### config.mk
export PLATFORM = sky130hd
export DESIGN_NAME = uart_rx_port_flat
export DESIGN_NICKNAME = d
export VERILOG_FILES = /design/src/rtl/uart_pkg.sv /design/src/rtl/uart_rx_port_if.sv /design/src/rtl/uart_baud_tick.sv /design/src/rtl/uart_rx_port.sv /design/src/flat_wrapper.sv
export SDC_FILE = /design/constraint.sdc
export NUM_CORES = 1
export LEC_CHECK = 0
export ABC_AREA = 1
export BUFFER_PORTS_ARGS = -buffer_cell sky130_fd_sc_hd__buf_4
export CAP_MARGIN = 0
export CORE_MARGIN = 5
export CORE_UTILIZATION = 45
export DETAILED_ROUTE_END_ITERATION = 10
export SLEW_MARGIN = 20
export SYNTH_ARGS = -nofsm -noshare
export SYNTH_HDL_FRONTEND = slang
export SYNTH_SLANG_ARGS = --single-unit
### constraint.sdc
create_clock -name CLK_IN -period 2.1 [get_ports CLK_IN]
set_input_delay 0.42 -clock CLK_IN [delete_from_list [all_inputs] [get_ports CLK_IN]]
set_output_delay 0.42 -clock CLK_IN [all_outputs]
set_load 0.005 [all_outputs]
### src/rtl/uart_pkg.sv
// Shared definitions for the UART receive and transmit paths.
// Holds the line-state encoding, oversampling constants and divisor math.
package uart_pkg;

    typedef enum logic [2:0] {
        ST_IDLE,
        ST_START,
        ST_DATA,
        ST_STOP,
        ST_WAIT_IDLE
    } uart_state_t;

    localparam int OVERSAMPLE = 16;
    localparam int SUB_W = $clog2(OVERSAMPLE);

    localparam logic [SUB_W-1:0] MAJ_T0 = SUB_W'(7);
    localparam logic [SUB_W-1:0] MAJ_T1 = SUB_W'(8);
    localparam logic [SUB_W-1:0] MAJ_T2 = SUB_W'(9);

    // Clock cycles per 16x tick, rounded to nearest.
    function automatic int baud_divisor(input int clk_hz, input int baud);
        return (clk_hz + (baud * OVERSAMPLE) / 2) / (baud * OVERSAMPLE);
    endfunction

    function automatic logic maj3(input logic a, input logic b, input logic c);
        return (a & b) | (a & c) | (b & c);
    endfunction

endpackage

### src/rtl/uart_rx_port_if.sv
// PicoBlaze-side input port of the UART receiver.
// The processor is master: it strobes reads and observes data/status.
interface uart_rx_port_if;

    logic       READ_STROBE;
    logic [7:0] RX_DATA;
    logic       RX_READY;
    logic       OVERRUN;
    logic       FRAMING_ERR;

    modport master (
        output READ_STROBE,
        input  RX_DATA,
        input  RX_READY,
        input  OVERRUN,
        input  FRAMING_ERR
    );

    modport slave (
        input  READ_STROBE,
        output RX_DATA,
        output RX_READY,
        output OVERRUN,
        output FRAMING_ERR
    );

endinterface

### src/rtl/uart_baud_tick.sv
// 16x oversampling tick generator shared by the RX and TX paths.
// Counter is held at zero while disabled so a new frame starts phase-aligned.
module uart_baud_tick #(
    parameter int DIVISOR = 54
) (
    input  logic clk,
    input  logic rst,
    input  logic enable,
    output logic tick
);

    localparam int W = (DIVISOR > 1) ? $clog2(DIVISOR) : 1;
    localparam logic [W-1:0] LAST = W'(DIVISOR - 1);

    logic [W-1:0] cnt;

    always_ff @(posedge clk or posedge rst) begin
        if (rst) begin
            cnt <= '0;
        end else if (!enable) begin
            cnt <= '0;
        end else if (cnt == LAST) begin
            cnt <= '0;
        end else begin
            cnt <= cnt + 1'b1;
        end
    end

    assign tick = enable && (cnt == LAST);

endmodule

### src/rtl/uart_rx_port.sv
// 8N1 UART receiver presented to the PicoBlaze as a data/status input port.
// Majority-votes three mid-bit samples; flags are sticky until read.
module uart_rx_port
    import uart_pkg::*;
#(
    parameter int CLK_HZ  = 100_000_000,
    parameter int BAUD    = 115200,
    parameter int DIVISOR = baud_divisor(CLK_HZ, BAUD)
) (
    input  logic           CLK_IN,
    input  logic           RESET_IN,
    input  logic           RX_IN,
    uart_rx_port_if.slave  bus
);

    uart_state_t      state;
    uart_state_t      state_nxt;
    logic             rx_m;
    logic             rx_s;
    logic             rx_d;
    logic             enable;
    logic             tick;
    logic [SUB_W-1:0] sub;
    logic [SUB_W-1:0] tick_idx;
    logic [2:0]       bit_idx;
    logic [7:0]       shreg;
    logic             v7;
    logic             v8;
    logic             sample;
    logic             decide;
    logic             frame_ok;
    logic             frame_bad;
    logic [7:0]       data_q;
    logic             ready_q;
    logic             ovr_q;
    logic             ferr_q;

    always_ff @(posedge CLK_IN or posedge RESET_IN) begin
        if (RESET_IN) begin
            rx_m <= 1'b1;
            rx_s <= 1'b1;
            rx_d <= 1'b1;
        end else begin
            rx_m <= RX_IN;
            rx_s <= rx_m;
            rx_d <= rx_s;
        end
    end

    assign enable = (state == ST_START) ||
                    (state == ST_DATA)  ||
                    (state == ST_STOP);

    uart_baud_tick #(
        .DIVISOR (DIVISOR)
    ) u_tick (
        .clk    (CLK_IN),
        .rst    (RESET_IN),
        .enable (enable),
        .tick   (tick)
    );

    // Ticks are numbered 1..15,0 within a bit so tick 8 is mid-bit.
    assign tick_idx = sub + 1'b1;
    assign sample   = maj3(v7, v8, rx_s);
    assign decide   = tick && (tick_idx == MAJ_T2);

    always_ff @(posedge CLK_IN or posedge RESET_IN) begin
        if (RESET_IN) begin
            sub <= '0;
            v7  <= 1'b0;
            v8  <= 1'b0;
        end else if (!enable) begin
            sub <= '0;
        end else if (tick) begin
            sub <= tick_idx;
            if (tick_idx == MAJ_T0) v7 <= rx_s;
            if (tick_idx == MAJ_T1) v8 <= rx_s;
        end
    end

    always_ff @(posedge CLK_IN or posedge RESET_IN) begin
        if (RESET_IN) begin
            bit_idx <= '0;
            shreg   <= '0;
        end else if (state != ST_DATA) begin
            bit_idx <= '0;
        end else if (decide) begin
            bit_idx <= bit_idx + 1'b1;
            shreg   <= {sample, shreg[7:1]};
        end
    end

    always_ff @(posedge CLK_IN or posedge RESET_IN) begin
        if (RESET_IN) state <= ST_IDLE;
        else          state <= state_nxt;
    end

    always_comb begin
        state_nxt = state;
        frame_ok  = 1'b0;
        frame_bad = 1'b0;
        unique case (state)
            ST_IDLE: begin
                if (rx_d && !rx_s) state_nxt = ST_START;
            end
            ST_START: begin
                if (decide) state_nxt = sample ? ST_IDLE : ST_DATA;
            end
            ST_DATA: begin
                if (decide && bit_idx == 3'd7) state_nxt = ST_STOP;
            end
            ST_STOP: begin
                if (decide) begin
                    if (sample) begin
                        frame_ok  = 1'b1;
                        state_nxt = ST_IDLE;
                    end else begin
                        frame_bad = 1'b1;
                        state_nxt = ST_WAIT_IDLE;
                    end
                end
            end
            ST_WAIT_IDLE: begin
                if (rx_s) state_nxt = ST_IDLE;
            end
            default: state_nxt = ST_IDLE;
        endcase
    end

    // A read in the same cycle as a completion frees the slot for the new byte.
    always_ff @(posedge CLK_IN or posedge RESET_IN) begin
        if (RESET_IN) begin
            data_q  <= '0;
            ready_q <= 1'b0;
            ovr_q   <= 1'b0;
            ferr_q  <= 1'b0;
        end else begin
            if (frame_ok) begin
                if (!ready_q || bus.READ_STROBE) begin
                    data_q  <= shreg;
                    ready_q <= 1'b1;
                end else begin
                    ovr_q <= 1'b1;
                end
            end else if (bus.READ_STROBE) begin
                ready_q <= 1'b0;
                ovr_q   <= 1'b0;
                ferr_q  <= 1'b0;
            end
            if (frame_bad) ferr_q <= 1'b1;
        end
    end

    assign bus.RX_DATA     = data_q;
    assign bus.RX_READY    = ready_q;
    assign bus.OVERRUN     = ovr_q;
    assign bus.FRAMING_ERR = ferr_q;

endmodule

### src/flat_wrapper.sv
// flat-port wrapper written by rule: the top's interface ports become plain ports
module uart_rx_port_flat import uart_pkg::*;
#(
    parameter int CLK_HZ  = 100_000_000,
    parameter int BAUD    = 115200,
    parameter int DIVISOR = baud_divisor(CLK_HZ, BAUD)
)
  (CLK_IN, RESET_IN, RX_IN, bus_READ_STROBE, bus_RX_DATA, bus_RX_READY, bus_OVERRUN, bus_FRAMING_ERR);
  uart_rx_port_if bus_i ();
  input  logic CLK_IN;
  input  logic RESET_IN;
  input  logic RX_IN;
  input wire logic [$bits(bus_i.READ_STROBE)-1:0] bus_READ_STROBE;
  output wire logic [$bits(bus_i.RX_DATA)-1:0] bus_RX_DATA;
  output wire logic [$bits(bus_i.RX_READY)-1:0] bus_RX_READY;
  output wire logic [$bits(bus_i.OVERRUN)-1:0] bus_OVERRUN;
  output wire logic [$bits(bus_i.FRAMING_ERR)-1:0] bus_FRAMING_ERR;
  assign bus_i.READ_STROBE = bus_READ_STROBE;
  assign bus_RX_DATA = bus_i.RX_DATA;
  assign bus_RX_READY = bus_i.RX_READY;
  assign bus_OVERRUN = bus_i.OVERRUN;
  assign bus_FRAMING_ERR = bus_i.FRAMING_ERR;
  uart_rx_port #(.CLK_HZ(CLK_HZ), .BAUD(BAUD), .DIVISOR(DIVISOR)) u_core (.CLK_IN(CLK_IN), .RESET_IN(RESET_IN), .RX_IN(RX_IN), .bus(bus_i));
endmodule
# == After elaboration in Yosys (flattened, before gate mapping) ==
# Index checks and enable logic that the tools add are counted.
# op_classes
add_sub_neg,3
mul,0
div_mod_pow,0
n_lt_le_gt_ge,0
eq_ne,19
shift,0
muxes,27
bitwise,6
reduce_logical,21
# ops
operator,n
2-to-1 mux 3 bit,8
one-hot mux 3 bit (5 select lines),1
2-to-1 mux 1 bit,13
2-to-1 mux 6 bit,2
inequality test 2 x 1 -> 1 bit (second input constant),5
AND reduction 2 bit,5
equality test 4 bit (second input constant),2
2-to-1 mux 4 bit,2
inequality test 2 bit (second input constant),4
adder 6 x 1 -> 6 bit (second input constant),1
equality test 3 x 2 -> 1 bit (second input constant),2
equality test 3 bit (second input constant),2
equality test 6 bit (second input constant),1
AND reduction 3 bit,2
nonzero test 2 bit,3
AND reduction 5 bit,1
adder 4 x 1 -> 4 bit (second input constant),1
equality test 4 x 3 -> 1 bit (second input constant),1
logical AND 1 bit,4
adder 3 x 1 -> 3 bit (second input constant),1
AND 1 bit,3
equality test 3 x 1 -> 1 bit (second input constant),1
zero test 3 bit,1
logical OR 1 bit,3
5 further kinds,7
# totals
ff_bits,40
latchBits,0
ram_bits,0
romBits,0
in_bits,4
output_inout_bits,11
word_cells,90
memories,0

# == Logic depth before layout (Yosys ltp) ==
# Gate-level depths: netlist of run 1.
# depth
ltp_word,9
depth_mapped,12
mapped_depth_nobuf,11

# == By module ==
# A second synthesis of run 1 with hierarchy kept.
# hier_totals
cells_unflattened,220
hier_area_um2,1920.6
# by_module_without_submodules
mod,n_inst,cells_each,area_each_um2,seq_area_each_um2
uart_rx_port,1,184,1596.5,854.6
uart_baud_tick,1,36,324.1,150.1

# == Worst setup path before layout of run 1 ==
# OpenSTA, ideal clock, no wires.
# synth_timing
path_kind,register to register
from,reg u_core.sub[0]
to,reg u_core.data_q[1] (netlist: u_core.bus.RX_DATA[1])
setup_time_ns,0.118
arrival_time_ns,1.499
t_required_ns,1.982
path_slack_ns,0.483
path_stages_with_launch,11
n_path_buf,1
period_less_slack_ns,1.617
path_cell_list,dfrtp_1 ha_1 nand2_1 nand2_1 nor2_1 nand3_4 clkinv_4 nand3_4 buf_6 nand2_2 o21ai_2
# synth_via
elab_chain_cells,6
# synth_lines
element,line,source
from (decl),uart_rx_port.sv:23,logic [SUB_W-1:0] sub;
from (signal assigned),uart_rx_port.sv:76,sub <= tick_idx;
adder 4 x 1 -> 4 bit,uart_rx_port.sv:64,assign tick_idx = sub + 1'b1;
equality test 4 bit,uart_rx_port.sv:66,assign decide = tick && (tick_idx == MAJ_T2);
logical AND 1 bit,uart_rx_port.sv:66,
2-to-1 mux 1 bit,uart_rx_port.sv:114,if (decide) begin
2-to-1 mux 1 bit,uart_rx_port.sv:103,unique case (state)
AND reduction 2 bit (no source line),n/a,
to (signal assigned),uart_rx_port.sv:141,data_q <= shreg;
to (decl),uart_rx_port.sv:33,logic [7:0] data_q;
# No other way between the ends.
# A chain may end at the register's enable or synchronous reset.

# == Final worst setup path of run 1 ==
# layout_timing
from,reg u_core.sub[0]
to,reg u_core.data_q[7] (netlist: u_core.bus.RX_DATA[7])
# Same word-level chain as after synthesis.

==> results of run 1 <==
## worst paths after layout
kind,to,startpoint,depth (start not counted),slack [ns]
worst max-delay path,u_core.bus.RX_DATA[7]$_DFFE_PP0P_,u_core.sub[0]$_DFFE_PP0P_,10,0.29
worst min-delay path,u_core.rx_m$_DFF_PP1_,RX_IN,1,0.23
worst min register to register,u_core.rx_s$_DFF_PP1_,u_core.rx_m$_DFF_PP1_,0,0.36
worst max register to register,u_core.bus.RX_DATA[7]$_DFFE_PP0P_,u_core.sub[0]$_DFFE_PP0P_,10,0.29
min in group asynchronous,u_core.bus.RX_DATA[6]$_DFFE_PP0P_,RESET_IN,3,0.25
max in group asynchronous,u_core.rx_d$_DFF_PP1_,RESET_IN,3,1.49
## registers in the layout, indices dropped and copies added, names as in the netlist, 3 cells and up
register / cells
u_core.bus.RX_DATA: 8
u_core.shreg: 8
u_core.u_tick.cnt: 6
u_core.sub: 4
u_core.bit_idx: 3
u_core.state: 3
## power by group
| part | switching (W) | leakage (nW) | internal, W | total, W |
|---|---|---|---|---|
| combinational | 0.000201 | 0.529 | 0.000115 | 0.000316 |
| sequential | 0.0000763 | 0.532 | 0.000850 | 0.000927 |
| clock | 0.000259 | 0.0510 | 0.000262 | 0.000521 |
| total | 0.000536 | 1.11 | 0.00123 | 0.00176 |
## stage by stage
step	total power (W)	cells	util	worst slack, ns	area, sq um
CTS	0.00180	283	0.534	0.278	2180
global route	0.00189	283	0.534	0.106	2180
global placement	0.00127	275	0.512	0.348	2090
floorplan	0.00119	211	-	0.483	1930
detailed placement	0.00127	275	0.512	0.302	2090
finish	0.00176	283	0.534	0.292	2180
## worst max-delay path: stages (launching register included)
cell and delay, ns:
dfrtp_1 0.47, ha_1 0.21, inv_1 0.04, nand2_1 0.05, nand2_1 0.06, nor2_1 0.20
nand3_4 0.14, clkinv_4 0.10, nand3_4 0.20, nand2_1 0.14, o21ai_2 0.06
## layout make-up
| cell class | count | area share |
|---|---|---|
| Multi-Input combinational cell | 134 | 0.351 |
| Inverter | 35 | 0.0625 |
| Sequential cell | 40 | 0.460 |
| Tap cell | 50 | 0.0287 |
| Clock buffer | 6 | 0.0378 |
| Timing Repair Buffer | 16 | 0.0550 |
| Clock inverter | 2 | 0.00458 |
## logic make-up after synthesis
logic type,share of synthesized area
AOI/OAI and AO/OA,0.125
buffers and inverters,0.0823
adders and majority gates,0.0518
xor gates and xnor gates,0.00454
DFF,0.520
and+or+nand+nor,0.216
## placed cells by master, fill, tap and decap left out, types with 3 or more instances in the layout
cell and instances:
nand2_1 50, nand4_1 3, clkbuf_8 6, buf_4 16, ha_1 8, nor2_1 14, inv_1 32, a21oi_1 4
dfrtp_1 37, o21ai_0 10, o21ai_2 17, nand3_1 14, dfstp_2 3
## routing by layer
metal  wire length, um  vias up
met5                 0        -
met4                55        0
met3               114        7
met2              1420       17
met1              1560      627
li1                  -      707
==> flow_summary.json, run 1 <==
{
  "outcome": "complete, no violations",
  "initial_core_util": 0.472,
  "worstSetupEndpointType": "flip-flop",
  "numPortBuffers": 14,
  "post_cts_buffers": 0,
  "postRouteAntennaNets": 0,
  "hp-class": "primary input to flip-flop",
  "tightest_slew_ns": 0.486,
  "max_freq_mhz": 553,
  "grt_util_all_layers": 0.129,
  "root_buffer": "clkbuf_8",
  "min_period_ns": 1.81,
  "path_max_fanout": 16,
  "rsz0062_at_grt": "false",
  "report.final.setup_viol": 0,
  "yosys-top-cells-count": "nand2_1 (50), dfrtp_1 (37), inv_1 (32)",
  "synth_top_area_share": 0.480,
  "arrival_ns": 1.98,
  "clk_pin_slew_ns": 0.08,
  "syn2layout_area_growth_pct": 13.1,
  "maxSlewViolCount": 0,
  "synth_area_leaders": "dfrtp_1 (48%), nand2_1 (9.7%), o21ai_2 (7.7%)",
  "cts_buffer_depth": 2,
  "busiest_layer": "met2",
  "dieArea_sq_um": 5700,
  "power_density_nw_per_um2": 808,
  "netlist_area_sq_um": 1930,
  "synth_most_common_cell": "nand2_1",
  "fin_hold_ws_ns": 0.233,
  "drt_pass1_iterations": 4,
  "grt-ovfl-total": 0,
  "multi_input_area_sq_um": 767,
  "register_area_sq_um": 1000,
  "viasPerCell": 4.80,
  "syn_avg_cell_area_sq_um": 9.15,
  "chipWidth_um": 75.5,
  "first_iter_violations": 58,
  "n_fill_cell": 386,
  "drive_gt1_frac": 0.232,
  "io_pins": 15,
  "relSlewSlack": 0.676,
  "syn_inst": 211,
  "finalSetupTns_ns": 0,
  "htreeDepth": 2,
  "ir_drop_mv": 0.415,
  "cts.sinks": 40,
  "route.detailed.drc": 0,
  "dp_hpwl_um": 2320,
  "gr-usage-met1": 0.173,
  "antenna_cells": 0,
  "synthArstFlopShare": 1.00,
  "syn_nets": 223,
  "wl_um": 3150,
  "rows": 23,
  "p_leak_nw": 1.11,
  "crit_required_ns": 2.27,
  "antenna_found_initial": 0,
  "cts_buffers": 5,
  "worstSkewPairLatency_ns": 0.29,
  "grt_pass1_wl_um": 5620,
  "grtUsageMet2": 0.198,
  "finClkSkew_ns": 0.00586,
  "yosys_register_bits": 40,
  "ys.flop_type": "dfrtp_1",
  "core_sq_um": 4090,
  "cts-resized-gates": 0,
  "maxCapViolCount": 0,
  "grt_pass1_vias": 1286,
  "grt_max_degree": 41,
  "critical_path_class": "flip-flop to flip-flop",
  "ys_warn_count": 0,
  "use_met3": 0.0396,
  "hold_buffers": 0,
  "hold_violations": 0,
  "synth_top_area_cell": "dfrtp_1",
  "synth_edf_count": 0,
  "synth_cell_types": 25,
  "fin_crit_sh": 0.861,
  "ys_seq_area_frac": 0.520,
  "cts_tree": "built",
  "cp-start-kind": "flip-flop",
  "wire_per_inst_um": 11.1,
  "gp_congestion": 0.788,
  "vias": 1358,
  "die_h_um": 75.5,
  "nNetsFinal": 244
}
No activity file was read; power rests on OpenSTA's default activity.
==> run 2: changes to the inputs <==
- clock period: 2.1 -> 1.85 ns (I/O delays scaled with it)
==> run 2 against run 1 <==
Power grew 27%. Sequential power is 13% higher. Combinational power increased by 17%. Utilization grew 1.6 points. Flip-flop and latch count did not move. Cell count up 0.35%.
==> flow_summary.json, run 2 (synthesized netlist as in run 1, its figures left out) <==
{
  "grt_pass1_wl_um": 5990,
  "p_leak_nw": 1.13,
  "rsz0062_at_grt": "false",
  "postRouteAntennaNets": 0,
  "p_comb_frac": 0.165,
  "nNetsFinal": 246,
  "final_cell_mix": "nand2_1 (50), dfrtp_1 (36), inv_1 (32)",
  "r2r_end": "u_core.shreg[3]$_DFFE_PP0P_",
  "rr_worst_depth": 11,
  "reg2reg_from": "u_core.u_tick.cnt[1]$_DFF_PP0_",
  "ff2ff_setup_slack_ns": 0.22,
  "worstSetupEndpointType": "flip-flop",
  "cts.sinks": 40,
  "hp-class": "primary input to flip-flop",
  "dieArea_sq_um": 5700,
  "antenna_found_initial": 0,
  "maxSlewViolCount": 0,
  "viasPerCell": 4.82,
  "post_cts_buffers": 0,
  "cp-startpoint": "u_core.u_tick.cnt[1]$_DFF_PP0_",
  "p_switching_w": 0.000615,
  "chipWidth_um": 75.5,
  "cts_buffer_depth": 2,
  "power.internal_w": 0.00163,
  "fin_crit_sh": 0.882,
  "report.final.setup_viol": 0,
  "hold_violations": 0,
  "grt-ovfl-total": 0,
  "fin_area_sq_um": 2250,
  "die_h_um": 75.5,
  "worstSkewPairLatency_ns": 0.29,
  "utilization": 0.550,
  "n_fill_cell": 396,
  "wl_um": 3320,
  "path_max_fanout": 17,
  "antenna_cells": 0,
  "wire_per_inst_um": 11.7,
  "numPortBuffers": 14,
  "drt_pass1_iterations": 4,
  "outcome": "complete, no violations",
  "dp_hpwl_um": 2350,
  "grt_pass1_vias": 1398,
  "arrival_ns": 1.81,
  "vias": 1370,
  "multi_input_area_sq_um": 787,
  "power_frac_seq": 0.469,
  "finClkSkew_ns": 0.0103,
  "first_iter_violations": 87,
  "syn2layout_area_growth_pct": 16.5,
  "power_density_nw_per_um2": 998,
  "root_buffer": "clkbuf_8",
  "grt_max_degree": 41,
  "core_sq_um": 4090,
  "cts_buffers": 5,
  "drive_gt1_frac": 0.244,
  "ir_drop_mv": 0.795,
  "min_period_ns": 1.63,
  "finalSetupTns_ns": 0,
  "io_pins": 15,
  "clk_pin_slew_ns": 0.08,
  "pwr-share-clk": 0.366,
  "tightest_slew_ns": 0.498,
  "final_common_cell": "nand2_1",
  "maxCapViolCount": 0,
  "cp-start-kind": "flip-flop",
  "route.detailed.drc": 0,
  "register_area_sq_um": 1010,
  "grt_util_all_layers": 0.140,
  "hold_buffers": 0,
  "critical_path_class": "flip-flop to flip-flop",
  "setup.worst_path.end": "u_core.shreg[3]$_DFFE_PP0P_",
  "swShare": 0.274,
  "relSlewSlack": 0.668,
  "initial_core_util": 0.472,
  "rows": 23,
  "crit_required_ns": 2.03,
  "gp_congestion": 0.858,
  "cts_tree": "built",
  "max_freq_mhz": 613,
  "htreeDepth": 2,
  "dpl_cell_area_sq_um": 2100
}
[run 2: layer usage]
| layer | vias up | GRT usage | wire length (um) |
|---|---|---|---|
| li1 | 714 | - | - |
| met1 | 633 | 0.175 | 1630 |
| met2 | 19 | 0.226 | 1540 |
| met3 | 4 | 0.0488 | 114 |
| met4 | 0 | 0.0505 | 34 |
| met5 | - | 0 | 0 |
[run 2: area by class of cell]
class,instances,share of cell area
clock inverter,2,0.0267
tap,50,0.0278
timing repair buffer,17,0.0568
sequential,40,0.447
inverter,35,0.0607
clock buffer,5,0.0306
multi-input combinational,135,0.350
[run 2: critical path, cell delays in order, from the launching register on]
cell      delay (ns)
dfrtp_1         0.39
inv_1           0.06
ha_1            0.14
nand2_1         0.05
nor2_1          0.08
nand2_1         0.10
nor2_4          0.14
nand3_4         0.12
clkinv_4        0.12
nand2_4         0.15
nand2_1         0.12
o21ai_2         0.05
[run 2: how the worst min path moves through the flow]
| stage | from | end | cells past startpoint |
|---|---|---|---|
| after floorplan | u_core.rx_m$_DFF_PP1_ | u_core.rx_s$_DFF_PP1_ | 0 |
| after global placement | u_core.rx_m$_DFF_PP1_ | u_core.rx_s$_DFF_PP1_ | 0 |
| after detailed placement | u_core.rx_m$_DFF_PP1_ | u_core.rx_s$_DFF_PP1_ | 0 |
| after CTS | RX_IN | u_core.rx_m$_DFF_PP1_ | 1 |
| after global routing | RX_IN | u_core.rx_m$_DFF_PP1_ | 1 |
| final | RX_IN | u_core.rx_m$_DFF_PP1_ | 1 |
[run 2: timing repair]
item | in CTS | in global routing
endpoints found under the setup margin | 0 | 18
endpoints found under the hold margin | 0 | 0
resized for setup | 0 | 3
[run 2: power groups by stage]
stage	clock [W]	combinational [W]	sequential (W)
4_1_cts	0.000850	0.000376	0.00105
5_1_grt	0.000891	0.000448	0.00107
6_report	0.000823	0.000370	0.00105
3_3_place_gp	0	0.000365	0.00107
2_1_floorplan	0	0.000300	0.00105
3_5_place_dp	0	0.000373	0.00107
[run 2: metrics by stage]
stage | instances | total power (W) | hold slack, ns | worst slack, ns
floorplan | 211 | 0.00135 | 0.345 | 0.233
global placement | 276 | 0.00143 | 0.346 | 0.129
detailed placement | 276 | 0.00144 | 0.349 | 0.0802
CTS | 283 | 0.00228 | 0.185 | 0.0813
global route | 284 | 0.00241 | 0.171 | 0.0261
finish | 284 | 0.00224 | 0.195 | 0.218
